<file path="config.mk">
export PLATFORM = sky130hd
export DESIGN_NAME = reg_wb_arbiter
export DESIGN_NICKNAME = d
export VERILOG_FILES = /design/src/rtl/reg_wb_arbiter.sv
export SDC_FILE = /design/constraint.sdc
export NUM_CORES = 1
export LEC_CHECK = 0
export CAP_MARGIN = 10
export CORE_MARGIN = 2
export CORE_UTILIZATION = 51
export DETAILED_ROUTE_END_ITERATION = 8
export GPL_ROUTABILITY_DRIVEN = 0
export GPL_TIMING_DRIVEN = 0
export HOLD_SLACK_MARGIN = 0.15
export MAX_ROUTING_LAYER = met4
export PLACE_DENSITY = 0.81
export SYNTH_ARGS = -nofsm -noshare
export SYNTH_HDL_FRONTEND = slang
export SYNTH_SLANG_ARGS = --single-unit
</file>
<file path="constraint.sdc">
create_clock -name clk -period 3.01 [get_ports clk]
set_input_delay 0.903 -clock clk [delete_from_list [all_inputs] [get_ports clk]]
set_output_delay 0.903 -clock clk [all_outputs]
set_load 0.05 [all_outputs]
</file>
<file path="src/rtl/reg_wb_arbiter.sv">
// Writeback arbiter: shares the single register-file write port (WE3/AD3/WD3)
// between the ALU/execute source (A) and the late load/memory source (B).
// Each source owns a one-entry holding slot with a valid/ready handshake.
// Fixed priority favours A, with a starvation guard for B and an age bit
// that keeps same-register writes in acceptance order. pend_mask exposes
// every register with a write that has not yet reached the register file.
module reg_wb_arbiter #(
  parameter int unsigned ADDRESS_WIDTH = 5,
  parameter int unsigned DATA_WIDTH    = 32,
  parameter int unsigned STARVE_LIMIT  = 4
) (
  input  logic                            clk,
  input  logic                            rst_n,
  input  logic                            a_valid,
  output logic                            a_ready,
  input  logic [ADDRESS_WIDTH-1:0]        a_rd,
  input  logic [DATA_WIDTH-1:0]           a_data,
  input  logic                            b_valid,
  output logic                            b_ready,
  input  logic [ADDRESS_WIDTH-1:0]        b_rd,
  input  logic [DATA_WIDTH-1:0]           b_data,
  output logic                            WE3,
  output logic [ADDRESS_WIDTH-1:0]        AD3,
  output logic [DATA_WIDTH-1:0]           WD3,
  output logic [(2**ADDRESS_WIDTH)-1:0]   pend_mask
);

  localparam logic [3:0] StarveLim = 4'(STARVE_LIMIT);

  // Slot A
  logic                     a_vld_q, a_vld_d;
  logic [ADDRESS_WIDTH-1:0] a_rd_q, a_rd_d;
  logic [DATA_WIDTH-1:0]    a_data_q, a_data_d;
  // Slot B
  logic                     b_vld_q, b_vld_d;
  logic [ADDRESS_WIDTH-1:0] b_rd_q, b_rd_d;
  logic [DATA_WIDTH-1:0]    b_data_q, b_data_d;
  // Arbitration state
  logic                     b_older_q, b_older_d;
  logic [3:0]               b_wait_q, b_wait_d;
  // Registered write port
  logic                     we3_q, we3_d;
  logic [ADDRESS_WIDTH-1:0] ad3_q, ad3_d;
  logic [DATA_WIDTH-1:0]    wd3_q, wd3_d;

  logic grant_a, grant_b;
  logic a_fill, b_fill;
  logic a_stay, b_stay;

  // Grant selection from the current slot state
  always_comb begin
    grant_a = 1'b0;
    grant_b = 1'b0;
    if (a_vld_q && b_vld_q) begin
      if (a_rd_q == b_rd_q) begin
        // Same destination: oldest write must land first
        grant_b = b_older_q;
        grant_a = ~b_older_q;
      end else if (b_wait_q >= StarveLim) begin
        grant_b = 1'b1;
      end else begin
        grant_a = 1'b1;
      end
    end else begin
      grant_a = a_vld_q;
      grant_b = b_vld_q;
    end
  end

  assign a_ready = rst_n & (~a_vld_q | grant_a);
  assign b_ready = rst_n & (~b_vld_q | grant_b);

  // Writes to x0 complete the handshake but are never stored
  assign a_fill = a_valid & a_ready & (a_rd != '0);
  assign b_fill = b_valid & b_ready & (b_rd != '0);

  // A slot "stays" when it holds an entry that loses arbitration this cycle
  assign a_stay = a_vld_q & ~grant_a;
  assign b_stay = b_vld_q & ~grant_b;

  // Next-state for slots, age bit, starvation counter and write port
  always_comb begin
    a_vld_d  = a_fill | a_stay;
    a_rd_d   = a_fill ? a_rd : a_rd_q;
    a_data_d = a_fill ? a_data : a_data_q;

    b_vld_d  = b_fill | b_stay;
    b_rd_d   = b_fill ? b_rd : b_rd_q;
    b_data_d = b_fill ? b_data : b_data_q;

    // A new entry is younger than whatever entry survives in the other slot;
    // simultaneous fills make B the older one.
    b_older_d = b_older_q;
    if (b_fill) begin
      b_older_d = ~a_stay;
    end else if (a_fill) begin
      b_older_d = b_stay;
    end

    if (b_stay) begin
      b_wait_d = (b_wait_q < StarveLim) ? 4'(b_wait_q + 4'd1) : b_wait_q;
    end else begin
      b_wait_d = 4'd0;
    end

    we3_d = grant_a | grant_b;
    ad3_d = ad3_q;
    wd3_d = wd3_q;
    if (grant_b) begin
      ad3_d = b_rd_q;
      wd3_d = b_data_q;
    end else if (grant_a) begin
      ad3_d = a_rd_q;
      wd3_d = a_data_q;
    end
  end

  // State registers with synchronous active-low reset
  always_ff @(posedge clk) begin
    if (!rst_n) begin
      a_vld_q   <= 1'b0;
      a_rd_q    <= '0;
      a_data_q  <= '0;
      b_vld_q   <= 1'b0;
      b_rd_q    <= '0;
      b_data_q  <= '0;
      b_older_q <= 1'b0;
      b_wait_q  <= 4'd0;
      we3_q     <= 1'b0;
      ad3_q     <= '0;
      wd3_q     <= '0;
    end else begin
      a_vld_q   <= a_vld_d;
      a_rd_q    <= a_rd_d;
      a_data_q  <= a_data_d;
      b_vld_q   <= b_vld_d;
      b_rd_q    <= b_rd_d;
      b_data_q  <= b_data_d;
      b_older_q <= b_older_d;
      b_wait_q  <= b_wait_d;
      we3_q     <= we3_d;
      ad3_q     <= ad3_d;
      wd3_q     <= wd3_d;
    end
  end

  assign WE3 = we3_q;
  assign AD3 = ad3_q;
  assign WD3 = wd3_q;

  // Pending-write mask: both slots plus the write currently on the port
  always_comb begin
    pend_mask = '0;
    if (a_vld_q) pend_mask[a_rd_q] = 1'b1;
    if (b_vld_q) pend_mask[b_rd_q] = 1'b1;
    if (we3_q)   pend_mask[ad3_q]  = 1'b1;
    pend_mask[0] = 1'b0;
  end

endmodule

</file>
==> results.tsv <==
stage	metric	value	unit
status	status	finished, final reports clean	
clocking	ctsHoldBuffers	0	
power	p_sw	0.001406	W
synth	seq_area_frac_synth	35.76	%
detailed_routing	drt_first_iter_violations	807	
synth	synth_fa_ha_area_share	0.1878	%
power	vdd_ir_drop_max	0.0003550	V
synth	synth_most_common_cell	dfxtp_1	
power	p_leak	3.821	nW
detailed_routing	drt-total-wl	20570	um
synth	avgSynthCellArea	8.306	um^2
setup_path	cp-end-kind	primary output	
synth	synth_edf_count	0	
finish	drive_gt1_share	15.60	%
setup_path	crit_required	2.11	ns
synth	yosysTopAreaCell	dfxtp_1	
synth	synthDominantCellAreaShare	35.76	%
power	p_clk_share	43.2	%
global_routing	antenna_found_initial	0	
synth	ys_warn_count	0	
timing	drv_slew	0	
finish	syn_to_final_growth	38.43	%
clocking	cts_max_level	4	
synth	synth_mux_area_share	10.52	%
global_routing	grt_max_degree	17	
synth	syn-instance-count	802	
timing	finalCriticalPeriod	2.985	ns
job	max_cap_viol_count	0	
synth	ys_async_sr_fraction	0	%
detailed_routing	vias	6885	
clocking	cts_max_path_buffers	2	
finish	n_antenna_cell	0	
setup_path	cp.arrival	2.08	ns
placed_design	hpwl	14500	um
timing	skew	0.008563	ns
die	fp.dieH	118.3	um
setup_path	cp_max_fo	9	
clocking	clkSinkCount	119	
die	pin_count	150	
timing	final_hold_viol_count	0	
clocking	cts_buffers	17	
synth	ys_ff_latch	119	
clocking	path_clk_slew	0.06	ns
synth	synth-simple-area-share	16.12	%
synth	synth_nets	881	
synth	synthTopCellsByArea	dfxtp_1 (36%), mux2i_1 (11%), a21boi_1 (8.1%)	
setup_path	critPathLaunchType	register	
synth	synth_xor_area_share	0.7889	%
synth	syn_area	6661	um^2
power	powerDensity	535.6	nW/um^2
global_routing	grt_pass1_wl	31850	um
detailed_routing	post-route-drc-count	0	
finish	nets	1047	
die	die_x	118.3	um
global_routing	overflow	0	
worst_hold_path	hold_path_class	reg2reg	
timing	fin_crit_sh	99.17	%
placed_design	placed_cells	1122	
setup_path	criticalPathCategory	reg2out	
placed_design	port_buffers	148	
power	p_seq_share	36.0	%
detailed_routing	via_per_inst	5.971	
clocking	clock_latency	0.42	ns
clocking	cts_tree	done	
synth	synthFlopType	dfxtp_1	
timing	setup-violations-final	0	
die	coreArea	12670	um^2
synth	synth_cell_types	53	
synth	synth_compound_area_share	27.78	%
die	rows	41	
finish	fin_util	72.78	%
detailed_routing	drt-wirelength-per-cell	17.84	um
timing	fmax	335.0	MHz
synth	synth_top_family_by_area	compound AO/OA/AOI/OAI gates	
detailed_routing	drtAntennaViolNets	0	
global_routing	grt.total_usage	29.11	%
detailed_routing	first_pass_iters	6	
power	internal_power	0.003532	W
die	start_util	52.57	%
timing	maxSlewHeadroom	46.30	%
power	switching_share	28.47	%
power	p_total	0.004939	W
timing	worstMarginPinSlew	0.7954	ns
power	pwr-share-comb	20.8	%
die	fp.dieArea	13990	um^2
clocking	cts-root-buf	clkbuf_16	
finish	final_cells	1153	
synth	synthTopCellsByCount	dfxtp_1 (119), nand2_1 (108), a21boi_1 (72)	
global_routing	grt_pass1_vias	6322	
-- placed cells by master (no fill, tap or decap), drive strengths merged, types with 2 or more instances in the layout --
cell type and n:
xnor2 6, bufinv 3, o21a 4, and3b 6, o2111ai 2, nor2 50, clkdlybuf4s50 114, a41oi 35
clkdlybuf4s15 14, nand2 109, and3 8, a22oi 29, a21boi 75, a21oi 4, mux2i 70, o311ai 38
nand3 41, o31a 2, dfxtp 119, a32o 2, o311a 2, nor3 5, buf 55, clkinv 4
inv 40, clkbuf 76, nor3b 11, o21ai 41, a222oi 2
-- cell type report --
class                      instances  area (um^2)
buffer                            78        441.7
clock buffer                      25        515.5
clock inverter                     7        113.9
fill                             992         3450
inverter                          40        150.1
multi-input combinational        556         3918
sequential                       119         2392
tap                              172        215.2
timing repair buffer             156         1475
-- cells by family after synthesis --
kind of cell	count (synthesis)
other cells	1
xor+xnor	6
fa+ha+maj	1
compound gates	241
buf+inv	127
flops	119
mux	70
simple gates	237
-- worst max-delay path, stage by stage, from the launching register on --
cell     delay, ns
dfxtp_1       0.31
buf_6         0.15
xnor2_4       0.19
nand2_4       0.10
or3_1         0.34
buf_6         0.17
a21oi_4       0.18
nor2b_2       0.07
buf_6         0.15
-- flip-flops by register name (all words and copies together), names as in the netlist, 4 cells and up --
name / count
WD3: 32
a_data_q: 32
b_data_q: 32
AD3: 5
a_rd_q: 5
b_rd_q: 5
b_wait_q: 4
-- stage by stage --
| step | cell area, um^2 | hold WS [ns] | setup slack (ns) | TNS (ns) |
|---|---|---|---|---|
| floorplan | 6664 | 0.4350 | 0.1749 | 0 |
| global placement | 8361 | 0.4450 | -1.094 | -11.74 |
| detailed placement | 8361 | 0.4503 | -1.074 | -11.92 |
| CTS | 9138 | 0.4595 | 0.002400 | 0 |
| global route | 9221 | 0.4770 | -0.02507 | -0.04752 |
| finish | 9221 | 0.4588 | 0.02504 | 0 |
-- metal layers --
layer,up-vias,GRT usage [%],part of all wire [%]
li1,3250,-,-
met1,3215,39.20,43
met2,385,43.57,45
met3,35,5.888,10
met4,0,9.864,1.9
met5,-,-,0
-- what timing repair did --
item	4_1_cts	5_1_grt
resized for setup	165	53
setup endpoints to repair	33	33
pin swaps	3	3
setup buffers	3	5
-- power groups by stage --
stage                     Combinational [W]  Sequential [W]  Clock, W
final                               0.00103         0.00178   0.00213
after global routing                0.00109         0.00179   0.00221
after CTS                          0.000979         0.00177   0.00215
after detailed placement           0.000942         0.00179         0
after global placement             0.000929         0.00179         0
after floorplan                    0.000535         0.00186         0
-- worst paths after layout --
path,startpoint,end,slack (ns),cells past startpoint
setup reg to reg,a_rd_q[4],WD3[17],0.55,8
hold / removal,a_data_q[13],a_data_q[13],0.46,2
hold reg to reg,a_data_q[13],a_data_q[13],0.46,2
setup / recovery,a_rd_q[1],b_ready,0.03,8
No activity file was read; power rests on OpenSTA's default activity.
